`src/rtl/seq_onehot_scan_encoder.sv`:
```
// Sequential set-bit encoder: captures an N-bit request vector and streams out the
// index of each set bit, one per output handshake, LSB-first or MSB-first.
module seq_onehot_scan_encoder #(
  parameter int unsigned N         = 8,
  parameter bit          MSB_FIRST = 1'b0
) (
  input  logic                       clk,
  input  logic                       rst_n,
  input  logic                       in_valid,
  output logic                       in_ready,
  input  logic [N-1:0]               d,
  output logic                       out_valid,
  input  logic                       out_ready,
  output logic [$clog2(N)-1:0]       y,
  output logic                       out_last,
  output logic [$clog2(N):0]         count,
  output logic                       none
);

  localparam int unsigned W = $clog2(N);

  typedef enum logic {
    IDLE = 1'b0,
    SCAN = 1'b1
  } state_t;

  state_t         state, state_nxt;
  logic [N-1:0]   pending, pending_nxt;
  logic [W-1:0]   y_nxt;
  logic           out_valid_nxt, out_last_nxt, none_nxt;
  logic [W:0]     count_nxt;
  logic [N-1:0]   remaining;
  logic           accept;

  function automatic logic [W:0] popcnt(input logic [N-1:0] v);
    logic [W:0] c;
    c = '0;
    for (int unsigned i = 0; i < N; i++) begin
      c = c + (W+1)'(v[i]);
    end
    return c;
  endfunction

  // Later loop iterations win, so the walk direction is the reverse of scan order.
  function automatic logic [W-1:0] first_bit(input logic [N-1:0] v);
    logic [W-1:0] idx;
    idx = '0;
    for (int unsigned i = 0; i < N; i++) begin
      if (MSB_FIRST) begin
        if (v[i]) idx = W'(i);
      end else begin
        if (v[N-1-i]) idx = W'(N-1-i);
      end
    end
    return idx;
  endfunction

  assign in_ready = (state == IDLE);
  assign accept   = in_valid && in_ready;

  always_comb begin
    remaining = '0;
    for (int unsigned i = 0; i < N; i++) begin
      remaining[i] = pending[i] && (W'(i) != y);
    end
  end

  always_comb begin
    state_nxt     = state;
    pending_nxt   = pending;
    y_nxt         = y;
    out_valid_nxt = out_valid;
    out_last_nxt  = out_last;
    count_nxt     = count;
    none_nxt      = 1'b0;
    unique case (state)
      IDLE: begin
        if (accept) begin
          if (d != '0) begin
            pending_nxt   = d;
            count_nxt     = popcnt(d);
            y_nxt         = first_bit(d);
            out_last_nxt  = (popcnt(d) == (W+1)'(1));
            out_valid_nxt = 1'b1;
            state_nxt     = SCAN;
          end else begin
            none_nxt  = 1'b1;
            count_nxt = '0;
          end
        end
      end
      SCAN: begin
        if (out_valid && out_ready) begin
          pending_nxt = remaining;
          if (out_last) begin
            out_valid_nxt = 1'b0;
            out_last_nxt  = 1'b0;
            state_nxt     = IDLE;
          end else begin
            y_nxt        = first_bit(remaining);
            out_last_nxt = (popcnt(remaining) == (W+1)'(1));
          end
        end
      end
      default: state_nxt = IDLE;
    endcase
  end

  always_ff @(posedge clk or negedge rst_n) begin
    if (!rst_n) begin
      state     <= IDLE;
      pending   <= '0;
      y         <= '0;
      out_valid <= 1'b0;
      out_last  <= 1'b0;
      count     <= '0;
      none      <= 1'b0;
    end else begin
      state     <= state_nxt;
      pending   <= pending_nxt;
      y         <= y_nxt;
      out_valid <= out_valid_nxt;
      out_last  <= out_last_nxt;
      count     <= count_nxt;
      none      <= none_nxt;
    end
  end

endmodule

```
`config.mk`:
```
export PLATFORM = sky130hd
export DESIGN_NAME = seq_onehot_scan_encoder
export DESIGN_NICKNAME = d
export VERILOG_FILES = /design/src/rtl/seq_onehot_scan_encoder.sv
export SDC_FILE = /design/constraint.sdc
export NUM_CORES = 1
export LEC_CHECK = 0
export BUFFER_PORTS_ARGS = -buffer_cell sky130_fd_sc_hd__buf_2
export CAP_MARGIN = 10
export CORE_MARGIN = 4
export CORE_UTILIZATION = 45
export DETAILED_ROUTE_END_ITERATION = 8
export GPL_TIMING_DRIVEN = 0
export PLACE_DENSITY_LB_ADDON = 0.05
export SLEW_MARGIN = 10
export SYNTH_ARGS = -nofsm -noshare
export SYNTH_HDL_FRONTEND = slang
export SYNTH_SLANG_ARGS = --single-unit
export TNS_END_PERCENT = 50
```
`constraint.sdc`:
```
create_clock -name clk -period 4.75 [get_ports clk]
set_clock_uncertainty 0.05 [all_clocks]
set_input_delay 0.7125 -clock clk [delete_from_list [all_inputs] [get_ports clk]]
set_output_delay 0.7125 -clock clk [all_outputs]
set_load 0.02 [all_outputs]
```
==> results.cfg <==
[critical_path]
reg2reg_slack_ns = 0.87
critical-path-max-stage-delay_ns = 0.52
startpoint = y[0]$_DFFE_PN0P_
endpoint_kind = flip-flop
critPathMaxFanout = 10
worstSetupPathType = reg -> reg
endpoint = out_last$_DFFE_PN0P_
cp_slowest_cell = fa_1
crit_chain = buf_2, inv_1, o31a_1, fa_1, inv_1, fa_1, fa_1, inv_1, ha_1, inv_1, fa_1, inv_1, nand3_1, o21ai_0, nand4_1, a31oi_1
reg2reg_depth = 16
cp-start-kind = flip-flop
r2r-end = out_last$_DFFE_PN0P_
r2r-start = y[0]$_DFFE_PN0P_
cpMostUsedCell = inv_1
crit_arrival_ns = 4.05
crit_required_ns = 4.92

[clock_network]
cts.sinks = 19
clock_path_buffers = 2
cts_hold_buffers = 0
numCtsBuffers = 3
root_buffer = clkbuf_4
cts_setup_buffers = 0
cts_tree = built
path_clk_slew_ns = 0.12
htreeDepth = 1
cts_resized = 0
clock_latency_ns = 0.30

[sta]
setup_viol = 0
finalCriticalPeriod_ns = 3.882
worst_hold_slack_ns = 0.2915
rsz0062_at_grt = false
slew_headroom_pct = 55.72
maxSlewViolCount = 0
period_share_pct = 81.73
setup_tns_ns = 0
worst_pin_slew_ns = 0.6641
hold_violations = 0
clock.fmax_ghz = 0.2576

[global_route]
grt_pass1_wl_mm = 6.299
antenna_found_initial = 0
grt_overflow = 0
first_global_vias = 1286
grt_max_degree = 20
grt_usage_pct = 18.58

[power_and_ir_drop]
ir_worst_vdd_uv = 562.4
powerDensity_mw_per_mm2 = 800.0
p_leak_nw = 0.8444

[drt]
route.detailed.vias_per_inst = 5.290
num_vias = 1275
wl_per_cell_um = 14.52
drc_errors = 0
first_iter_violations = 72
postRouteAntennaNets = 0
wl_mm = 3.499
firstDrtPassIters = 4

[floorplan]
initial_utilization_pct = 46.65
fp.coreArea_sq_mm = 0.003363
placementRows = 21
io_pins = 23
die_w_um = 67.05
die-area_sq_mm = 0.004496
chipHeight_um = 67.05

[final_layout]
multi_input_area_sq_um = 957.2
fin_util_pct = 52.46
area_growth_syn_to_layout_pct = 12.44
final_common_cell = buf_2
final_area_sq_mm = 0.001764
fillers = 361
nNetsFinal = 223
layout-drive-gt1-share_pct = 24.62
antenna_cells = 0
final_cell_mix = buf_2, inv_1, dfrtp_1, nor2_1, a21oi_1
regArea_sq_um = 475.5

[synthesis]
netlist_area_sq_mm = 0.001569
avgSynthCellArea_sq_um = 9.284
synth-seq-cells = 19
synth_nets = 196
ys_top_cells_by_area = dfrtp_1, fa_1, ha_1
synth_top_cell_area_share_pct = 30.30
ys_seq_area_share_pct = 30.30
yosys_warnings = 0
synth_cell_types = 44
netlist_instances = 169
yosysTopAreaCell = dfrtp_1

[place]
gp_routability_congestion = 0.8548
dp_hpwl_mm = 2.893
io_buffers = 22
placed_cell_area_sq_mm = 0.001737

[flow_run]
maxCapViolCount = 0

[status]
status = finished clean

[min_path]
min_path_type = in -> async
synthesized netlist by cell type:
cell / count
buf_6: 1
or4_1: 1
nand4_1: 1
nor4b_1: 1
or2_2: 2
mux2_2: 3
nor2_1: 18
a22o_2: 4
xor2_1: 1
mux2i_1: 7
buf_8: 1
dfrtp_1: 19
a41oi_1: 1
a31oi_4: 2
ha_1: 7
buf_1: 1
nor2b_1: 3
a32oi_1: 1
and2_1: 1
buf_2: 4
o21a_1: 2
o31ai_1: 1
nand2b_4: 1
o32ai_1: 1
o21ai_0: 10
nor4_4: 1
nand2b_1: 1
fa_1: 8
o2111ai_1: 1
a31o_1: 1
o211ai_1: 1
a2111oi_0: 1
a21boi_0: 1
a211oi_1: 1
nand2_1: 6
inv_1: 23
a21oi_1: 17
nor3b_1: 1
nand3_1: 4
a21o_2: 2
a31oi_1: 2
a21bo_2: 1
nor3_1: 1
o31a_1: 2
cells by family after synthesis:
family	count (synthesis)	synth area share, %
AOI/OAI and AO/OA	52	23.77
muxes	10	6.619
and+or+nand+nor	42	14.27
buffers and inverters	30	8.691
adders and majority gates	15	15.79
DFF	19	30.30
xor gates and xnor gates	1	0.5583
critical path, delay by kind of cell (launching register included):
family | cells | cell delay, ns
AOI/OAI and AO/OA | 3 | 0.65
adders and majority gates | 5 | 1.95
DFF | 1 | 0.36
buffers and inverters | 6 | 0.59
and+or+nand+nor | 2 | 0.19
flip-flops by register name, summed over array words and instances (netlist names):
signal and flops:
none 1, state 1, pending 8, out_valid 1, y 3, count 4, out_last 1
area by class of cell:
class,instances,area share [%]
clock buffer,3,1.277
clock inverter,1,0.2837
multi-input combinational,120,54.26
tap,46,3.262
buffer,7,2.837
timing repair buffer,22,6.241
inverter,23,4.894
sequential,19,26.95
report_power, final:
group	internal (mW)	switching, mW	leakage, nW
Combinational	0.442	0.589	0.602
Sequential	0.236	0.0612	0.225
Clock	0.0314	0.0521	0.0177
Total	0.709	0.702	0.844
per-stage QoR:
| stage | total power [mW] | worst slack (ns) | cells |
|---|---|---|---|
| floorplan | 1.090 | 1.071 | 169 |
| global placement | 1.310 | 0.8710 | 237 |
| detailed placement | 1.338 | 0.8286 | 237 |
| CTS | 1.427 | 0.8684 | 241 |
| global route | 1.599 | 0.6606 | 241 |
| finish | 1.411 | 0.8677 | 241 |
worst min path at each step:
| stage | endpoint | start | cells after the start | slack, ns |
|---|---|---|---|---|
| after floorplan | count[0]$_DFFE_PN0P_ | rst_n | 0 | 0.37 |
| after global placement | count[2]$_DFFE_PN0P_ | count[2]$_DFFE_PN0P_ | 1 | 0.44 |
| after detailed placement | count[2]$_DFFE_PN0P_ | count[2]$_DFFE_PN0P_ | 1 | 0.44 |
| after CTS | none$_DFF_PN0_ | rst_n | 1 | 0.31 |
| after global routing | count[0]$_DFFE_PN0P_ | rst_n | 1 | 0.32 |
| final | none$_DFF_PN0_ | rst_n | 1 | 0.29 |
routing by layer:
| layer | GRT usage [%] | part of all wire, % | up-vias |
|---|---|---|---|
| met1 | 25.21 | 47 | 612 |
| li1 | - | - | 641 |
| met4 | 3.797 | 0.57 | 0 |
| met5 | 0 | 0 | - |
| met2 | 30.92 | 48 | 20 |
| met3 | 3.035 | 3.7 | 2 |
Note: power is estimated with default switching activity, not from simulation.
